[config.mk]
export PLATFORM = sky130hd
export DESIGN_NAME = cpu_dma_arbiter_flat
export DESIGN_NICKNAME = d
export VERILOG_FILES = /design/src/rtl/cpu_dma_arbiter_pkg.sv /design/src/rtl/cpu_dma_arbiter_if.sv /design/src/rtl/cpu_dma_arbiter_slot_parity.sv /design/src/rtl/cpu_dma_arbiter.sv /design/src/flat_wrapper.sv
export SDC_FILE = /design/constraint.sdc
export NUM_CORES = 1
export LEC_CHECK = 0
export ABC_AREA = 1
export CAP_MARGIN = 20
export CORE_ASPECT_RATIO = 0.8
export CORE_MARGIN = 2
export CORE_UTILIZATION = 38
export CTS_BUF_LIST = sky130_fd_sc_hd__clkbuf_2 sky130_fd_sc_hd__clkbuf_4 sky130_fd_sc_hd__clkbuf_8
export DETAILED_ROUTE_END_ITERATION = 7
export GPL_TIMING_DRIVEN = 0
export PLACE_DENSITY_LB_ADDON = 0.15
export SLEW_MARGIN = 20
export SYNTH_ARGS = -nofsm -noshare
export SYNTH_HDL_FRONTEND = slang
export SYNTH_SLANG_ARGS = --single-unit
[constraint.sdc]
create_clock -name clk -period 1.3 [get_ports clk]
set_clock_uncertainty 0.05 [all_clocks]
set_input_delay 0.13 -clock clk [delete_from_list [all_inputs] [get_ports clk]]
set_output_delay 0.13 -clock clk [all_outputs]
set_load 0.02 [all_outputs]
[src/rtl/cpu_dma_arbiter_pkg.sv]
// Shared definitions for cpu_dma_arbiter: FSM state encoding and default bus addresses.
// The DMC_RD state only exists when DMC_DMA_EN is defined.
package cpu_dma_pkg;

  localparam logic [15:0] TRIG_ADDR_DEF = 16'h4014;
  localparam logic [15:0] OAM_ADDR_DEF  = 16'h2004;

  typedef enum logic [2:0] {
    IDLE,
    HALT,
    ALIGN,
    OAM_RD,
    OAM_WR
`ifdef DMC_DMA_EN
    , DMC_RD
`endif
  } dma_state_e;

endpackage

[src/rtl/cpu_dma_arbiter_if.sv]
// Bus bundle between the 6502 core, the DMC channel and the system bus.
// master = arbiter side, slave = core/DMC/memory side.
interface cpu_dma_arbiter_if;

  logic [15:0] cpu_aout;
  logic [7:0]  cpu_dout;
  logic        cpu_mw;
  logic        cpu_ce;
  logic        dmc_req;
  logic [15:0] dmc_addr;
  logic        dmc_ack;
  logic [7:0]  dmc_data;
  logic [7:0]  din;
  logic [15:0] aout;
  logic [7:0]  dout;
  logic        mr;
  logic        mw;
  logic        dma_active;

  modport master (
    input  cpu_aout, cpu_dout, cpu_mw, dmc_req, dmc_addr, din,
    output cpu_ce, dmc_ack, dmc_data, aout, dout, mr, mw, dma_active
  );

  modport slave (
    output cpu_aout, cpu_dout, cpu_mw, dmc_req, dmc_addr, din,
    input  cpu_ce, dmc_ack, dmc_data, aout, dout, mr, mw, dma_active
  );

endinterface

[src/rtl/cpu_dma_arbiter_slot_parity.sv]
// Get/put slot parity for the DMA sequencer: a flop toggling on every ce.
// get is high in the cycles where put=0 (read slots).
module dma_slot_parity (
  input  logic clk,
  input  logic reset,
  input  logic ce,
  output logic get
);

  logic put;

  always_ff @(posedge clk or posedge reset) begin
    if (reset) begin
      put <= 1'b0;
    end else if (ce) begin
      put <= ~put;
    end
  end

  assign get = ~put;

endmodule

[src/rtl/cpu_dma_arbiter.sv]
// cpu_dma_arbiter: shares the 6502 bus between the core, OAM page DMA and DMC sample fetches.
// Define DMC_DMA_EN to enable DMC cycle stealing; otherwise dmc_ack/dmc_data stay 0.
module cpu_dma_arbiter
  import cpu_dma_pkg::*;
#(
  parameter logic [15:0] TRIG_ADDR = TRIG_ADDR_DEF,
  parameter logic [15:0] OAM_ADDR  = OAM_ADDR_DEF
) (
  input logic               clk,
  input logic               reset,
  input logic               ce,
  cpu_dma_arbiter_if.master bus
);

  dma_state_e state, state_nxt, svc;
  logic [7:0] page, count, rd_buf;
  logic       oam_pend, pend_after, trig, get;

  dma_slot_parity u_parity (
    .clk   (clk),
    .reset (reset),
    .ce    (ce),
    .get   (get)
  );

`ifndef DMC_DMA_EN
  logic dmc_unused;
  assign dmc_unused = ^{bus.dmc_req, bus.dmc_addr};
`endif

  always_comb begin
    state_nxt    = state;
    trig         = 1'b0;
    bus.aout     = bus.cpu_aout;
    bus.dout     = bus.cpu_dout;
    bus.mw       = 1'b0;
    bus.cpu_ce   = 1'b0;
    bus.dmc_ack  = 1'b0;
    bus.dmc_data = '0;

    // OAM completion is folded in here so the last write can hand over straight to a DMC fetch.
    pend_after = oam_pend;
    if (state == OAM_WR && count == 8'hFF) pend_after = 1'b0;
    svc = pend_after ? OAM_RD : IDLE;
`ifdef DMC_DMA_EN
    if (bus.dmc_req) svc = DMC_RD;
`endif

    unique case (state)
      IDLE: begin
        bus.mw     = bus.cpu_mw;
        bus.cpu_ce = ce;
        if (bus.cpu_mw && bus.cpu_aout == TRIG_ADDR) begin
          trig      = 1'b1;
          state_nxt = HALT;
        end
`ifdef DMC_DMA_EN
        if (bus.dmc_req) state_nxt = HALT;
`endif
      end
      HALT: begin
        if (bus.cpu_mw) begin
          bus.mw     = 1'b1;
          bus.cpu_ce = ce;
        end else begin
          state_nxt = get ? ALIGN : svc;
        end
      end
      ALIGN:  state_nxt = svc;
      OAM_RD: begin
        bus.aout  = {page, count};
        state_nxt = OAM_WR;
      end
      OAM_WR: begin
        bus.aout  = OAM_ADDR;
        bus.dout  = rd_buf;
        bus.mw    = 1'b1;
        state_nxt = svc;
      end
`ifdef DMC_DMA_EN
      DMC_RD: begin
        if (bus.dmc_req) begin
          bus.aout     = bus.dmc_addr;
          bus.dmc_ack  = 1'b1;
          bus.dmc_data = bus.din;
        end
        state_nxt = oam_pend ? ALIGN : IDLE;
      end
`endif
      default: state_nxt = IDLE;
    endcase

    bus.mr = ~bus.mw;
  end

  always_ff @(posedge clk or posedge reset) begin
    if (reset) begin
      state    <= IDLE;
      page     <= '0;
      count    <= '0;
      rd_buf   <= '0;
      oam_pend <= 1'b0;
    end else if (ce) begin
      state    <= state_nxt;
      oam_pend <= trig ? 1'b1 : pend_after;
      if (trig) begin
        page  <= bus.cpu_dout;
        count <= '0;
      end
      if (state == OAM_RD) rd_buf <= bus.din;
      if (state == OAM_WR) count <= count + 8'd1;
    end
  end

  assign bus.dma_active = (state != IDLE);

endmodule

[src/flat_wrapper.sv]
// flat-port wrapper written by rule: the top's interface ports become plain ports
module cpu_dma_arbiter_flat import cpu_dma_pkg::*;
#(
  parameter logic [15:0] TRIG_ADDR = TRIG_ADDR_DEF,
  parameter logic [15:0] OAM_ADDR  = OAM_ADDR_DEF
)
  (clk, reset, ce, bus_cpu_aout, bus_cpu_dout, bus_cpu_mw, bus_dmc_req, bus_dmc_addr, bus_din, bus_cpu_ce, bus_dmc_ack, bus_dmc_data, bus_aout, bus_dout, bus_mr, bus_mw, bus_dma_active);
  cpu_dma_arbiter_if bus_i ();
  input logic clk;
  input logic reset;
  input logic ce;
  input wire logic [$bits(bus_i.cpu_aout)-1:0] bus_cpu_aout;
  input wire logic [$bits(bus_i.cpu_dout)-1:0] bus_cpu_dout;
  input wire logic [$bits(bus_i.cpu_mw)-1:0] bus_cpu_mw;
  input wire logic [$bits(bus_i.dmc_req)-1:0] bus_dmc_req;
  input wire logic [$bits(bus_i.dmc_addr)-1:0] bus_dmc_addr;
  input wire logic [$bits(bus_i.din)-1:0] bus_din;
  output wire logic [$bits(bus_i.cpu_ce)-1:0] bus_cpu_ce;
  output wire logic [$bits(bus_i.dmc_ack)-1:0] bus_dmc_ack;
  output wire logic [$bits(bus_i.dmc_data)-1:0] bus_dmc_data;
  output wire logic [$bits(bus_i.aout)-1:0] bus_aout;
  output wire logic [$bits(bus_i.dout)-1:0] bus_dout;
  output wire logic [$bits(bus_i.mr)-1:0] bus_mr;
  output wire logic [$bits(bus_i.mw)-1:0] bus_mw;
  output wire logic [$bits(bus_i.dma_active)-1:0] bus_dma_active;
  assign bus_i.cpu_aout = bus_cpu_aout;
  assign bus_i.cpu_dout = bus_cpu_dout;
  assign bus_i.cpu_mw = bus_cpu_mw;
  assign bus_i.dmc_req = bus_dmc_req;
  assign bus_i.dmc_addr = bus_dmc_addr;
  assign bus_i.din = bus_din;
  assign bus_cpu_ce = bus_i.cpu_ce;
  assign bus_dmc_ack = bus_i.dmc_ack;
  assign bus_dmc_data = bus_i.dmc_data;
  assign bus_aout = bus_i.aout;
  assign bus_dout = bus_i.dout;
  assign bus_mr = bus_i.mr;
  assign bus_mw = bus_i.mw;
  assign bus_dma_active = bus_i.dma_active;
  cpu_dma_arbiter #(.TRIG_ADDR(TRIG_ADDR), .OAM_ADDR(OAM_ADDR)) u_core (.clk(clk), .reset(reset), .ce(ce), .bus(bus_i));
endmodule
==> flow_summary_export.csv <==
group,metric,value,unit
final_layout,nFillCells,388,
synth,yosysMostFrequentCell,"nand2_1",
synth,synth_flop_cell,"dfrtp_1",
power,power,2.127,mW
power,power.share.clock,0.351,
setup_path,path_cells,"inv_2 > nand2_2 > nor2_4 > buf_6 > clkinvlp_4 > buf_6 > o22ai_4 > buf_6",
worst_hold_path,hp-class,"in2async",
placement,port-buffer-count,63,
clock_tree,root_buffer,"clkbuf_8",
final_layout,final_net_count,442,
synth,synth_area,1904,sq um
synth,syn_avg_cell_area,7.001,sq um
setup_path,critPathCaptureType,"primary output",
final_layout,num_antenna_cells,0,
global_routing,grt_use_total,0.2143,
clock_tree,cts_hold_buf,0,
power,switching_share,0.2740,
power,p_sw,0.5829,mW
synth,synth_edf_count,0,
outcome,violations,"negative setup slack",
final_layout,drive_above_1_share,0.4165,
routing,ant_nets,0,
timing,fin_crit,1874,ps
final_layout,seq_area,728.2,sq um
floorplanning,start_util,0.3870,
setup_path,required,1120,ps
global_routing,grt_pass1_vias,1943,
timing,hold_violations,0,
synth,seq_area_frac_synth,0.3811,
timing,grt_setup_unrepaired,"yes",
power,vdd_drop_max,518.4,uV
global_routing,antenna_found_initial,0,
power,p_seq_frac,0.438,
routing,routed_wirelength,6119,um
synth,synth_cells,272,
clock_tree,cts_tree,"done",
setup_path,cp_slowest_cell,"dfrtp_1",
global_routing,grt_max_degree,30,
timing,slew_headroom,0.5879,
flow_run,maxCapViolCount,0,
outcome,status,"finished with violations",
global_routing,grt_pass1_wl,9466,um
setup_path,crit_path_max_incr_delay,390,ps
setup_path,critPathArrivalTime,1690,ps
timing,layout_setup_ws,-573.6,ps
clock_tree,cts_made_buffers,5,
clock_tree,htree_levels,2,
synth,netlist.area_leader.share,0.3811,
synth,synth_top_area_cell,"dfrtp_1",
setup_path,cp_common_cell,"buf_6",
setup_path,criticalPathCategory,"reg2out",
synth,synth-seq-cells,29,
placement,hpwl,4013,um
floorplanning,die_area,5597,sq um
power,p_leak,1.807,nW
setup_path,cp-start-kind,"flip-flop",
timing,setup_violations,56,
placement,placed_cells_incl_taps,405,
floorplanning,io_pins,90,
timing,tightest_slew,617.3,ps
routing,drt-vias-per-instance,4.792,
floorplanning,fp-row-count,23,
final_layout,syn_to_final_growth,80.09,%
clock_tree,cts.sinks,29,
routing,dr.pass1.iters,4,
synth,ys_warn_count,0,
synth,synth_area_leaders,"dfrtp_1, nand2_1, inv_1",
timing,finalMaxSlewViolations,0,
floorplanning,coreArea,4921,sq um
power,internal-power,1.544,mW
floorplanning,die-width,83.15,um
clock_tree,clk_pin_slew,70,ps
final_layout,layoutNonFillerInstCount,451,
timing,fmax,0.5337,GHz
power,p_comb_frac,0.211,
timing,min_period_over_period,1.441,
synth,synth_cell_types,27,
placement,gp_congestion,0.8725,
clock_tree,clkLatencyLatePin,290,ps
synth,ys_top_cells_by_count,"nand2_1, inv_1, nor2_1",
routing,routedWlPerCell,13.57,um
routing,vias,2161,
routing,drc_errors,0,
setup_path,crit_fanout,6,
global_routing,gr-total-overflow,0,
synth,async_reset_ff_frac,1.000,
power,powerDensity,620.2,nW/um^2
routing,drt_iter0_drc,130,
final_layout,multi_input_area,1167,sq um
floorplanning,die_y,67.32,um
clock_tree,clockBufferDepth,2,
path summary, 6_finish.rpt:
check,slack (ps),cells past startpoint,start,endpoint
hold reg to reg,440,2,u_core.page[0],u_core.page[0]
setup / recovery,-570,8,u_core.state[2],bus_aout[3]
hold / removal,190,2,reset,u_core.oam_pend
setup reg to reg,-330,6,u_core.state[1],u_core.page[7]
max in group asynchronous,560,2,reset,u_core.state[1]
min in group clk,370,2,ce,u_core.u_parity.put
cell usage in the layout (no fill, tap or decap), types with 2 or more instances in the layout:
| master | n |
|---|---|
| a21oi_1 | 5 |
| a21oi_2 | 3 |
| a22o_1 | 5 |
| buf_12 | 2 |
| buf_2 | 3 |
| buf_4 | 32 |
| buf_6 | 41 |
| buf_8 | 2 |
| clkbuf_8 | 5 |
| clkdlybuf4s50_1 | 34 |
| clkinv_2 | 2 |
| conb_1 | 9 |
| dfrtp_1 | 27 |
| dfrtp_2 | 2 |
| inv_1 | 37 |
| inv_2 | 5 |
| nand2_1 | 59 |
| nand2_2 | 12 |
| nand2_4 | 4 |
| nand2_8 | 2 |
| nand3_1 | 15 |
| nand3_2 | 2 |
| nand4_1 | 2 |
| nor2_1 | 24 |
| nor2_2 | 2 |
| nor2_4 | 7 |
| o21ai_0 | 4 |
| o21ai_2 | 22 |
| o22a_2 | 2 |
| xor2_1 | 3 |
metrics by stage:
step | setup slack, ps | instance area [sq um] | util | hold WS [ps] | setup TNS [ps]
2_1_floorplan | -123.0 | 2024 | - | 158.1 | -2700
3_3_place_gp | -816.0 | 2733 | 0.5553 | 416.5 | -35600
3_5_place_dp | -850.1 | 2733 | 0.5553 | 424.9 | -28660
4_1_cts | -571.1 | 3085 | 0.6270 | 221.3 | -14780
5_1_grt | -640.2 | 3430 | 0.6969 | 299.7 | -22100
6_report | -573.6 | 3430 | 0.6969 | 191.9 | -18190
repair_timing:
item,in CTS,in global routing
pin swaps,4,12
cloned,4,1
setup buffers,17,17
setup endpoints to repair,56,56
gates resized for setup,185,56
layer usage:
| metal | part of all wire | track usage | up-vias |
|---|---|---|---|
| met1 | 0.46 | 0.2783 | 1001 |
| li1 | - | - | 1067 |
| met3 | 0.066 | 0.05134 | 11 |
| met2 | 0.47 | 0.3639 | 82 |
| met4 | 0.011 | 0.05943 | 0 |
| met5 | 0 | 0 | - |
critical path, delay by kind of cell, from the launching register on:
kind                   cells  cell delay (ps)
AND/OR/NAND/NOR            2              220
flip-flops                 1              390
buffers and inverters      5              690
AO/OA/AOI/OAI              1              140
power by group through the flow:
stage / Clock, mW / Sequential [mW] / Combinational (mW)
global route: 0.791 / 0.934 / 0.483
CTS: 0.751 / 0.932 / 0.417
detailed placement: 0 / 0.948 / 0.422
finish: 0.746 / 0.933 / 0.448
floorplan: 0 / 0.946 / 0.206
global placement: 0 / 0.949 / 0.421
area by class of cell:
type,count,share of cell area
multi-input combinational,190,0.3404
timing repair buffer,101,0.3006
sequential,29,0.2123
inverter,44,0.04998
buffer,17,0.04889
tap,62,0.02262
clock buffer,6,0.02225
clock inverter,2,0.002919
logic make-up after synthesis:
| family | Yosys count | share of synthesized area |
|---|---|---|
| AOI/OAI and AO/OA | 44 | 0.1459 |
| xor gates and xnor gates | 3 | 0.01380 |
| adders and majority gates | 1 | 0.006569 |
| buffers and inverters | 61 | 0.1498 |
| DFF | 29 | 0.3811 |
| muxes | 1 | 0.005913 |
| other | 1 | 0.001969 |
| and+or+nand+nor | 132 | 0.2950 |
flip-flops by register name (all words and copies together), names as in the netlist:
register and count:
u_core.oam_pend 1, u_core.count 8, u_core.rd_buf 8, u_core.u_parity.put 1, u_core.page 8, u_core.state 3
(Power assumes the default switching activity.)
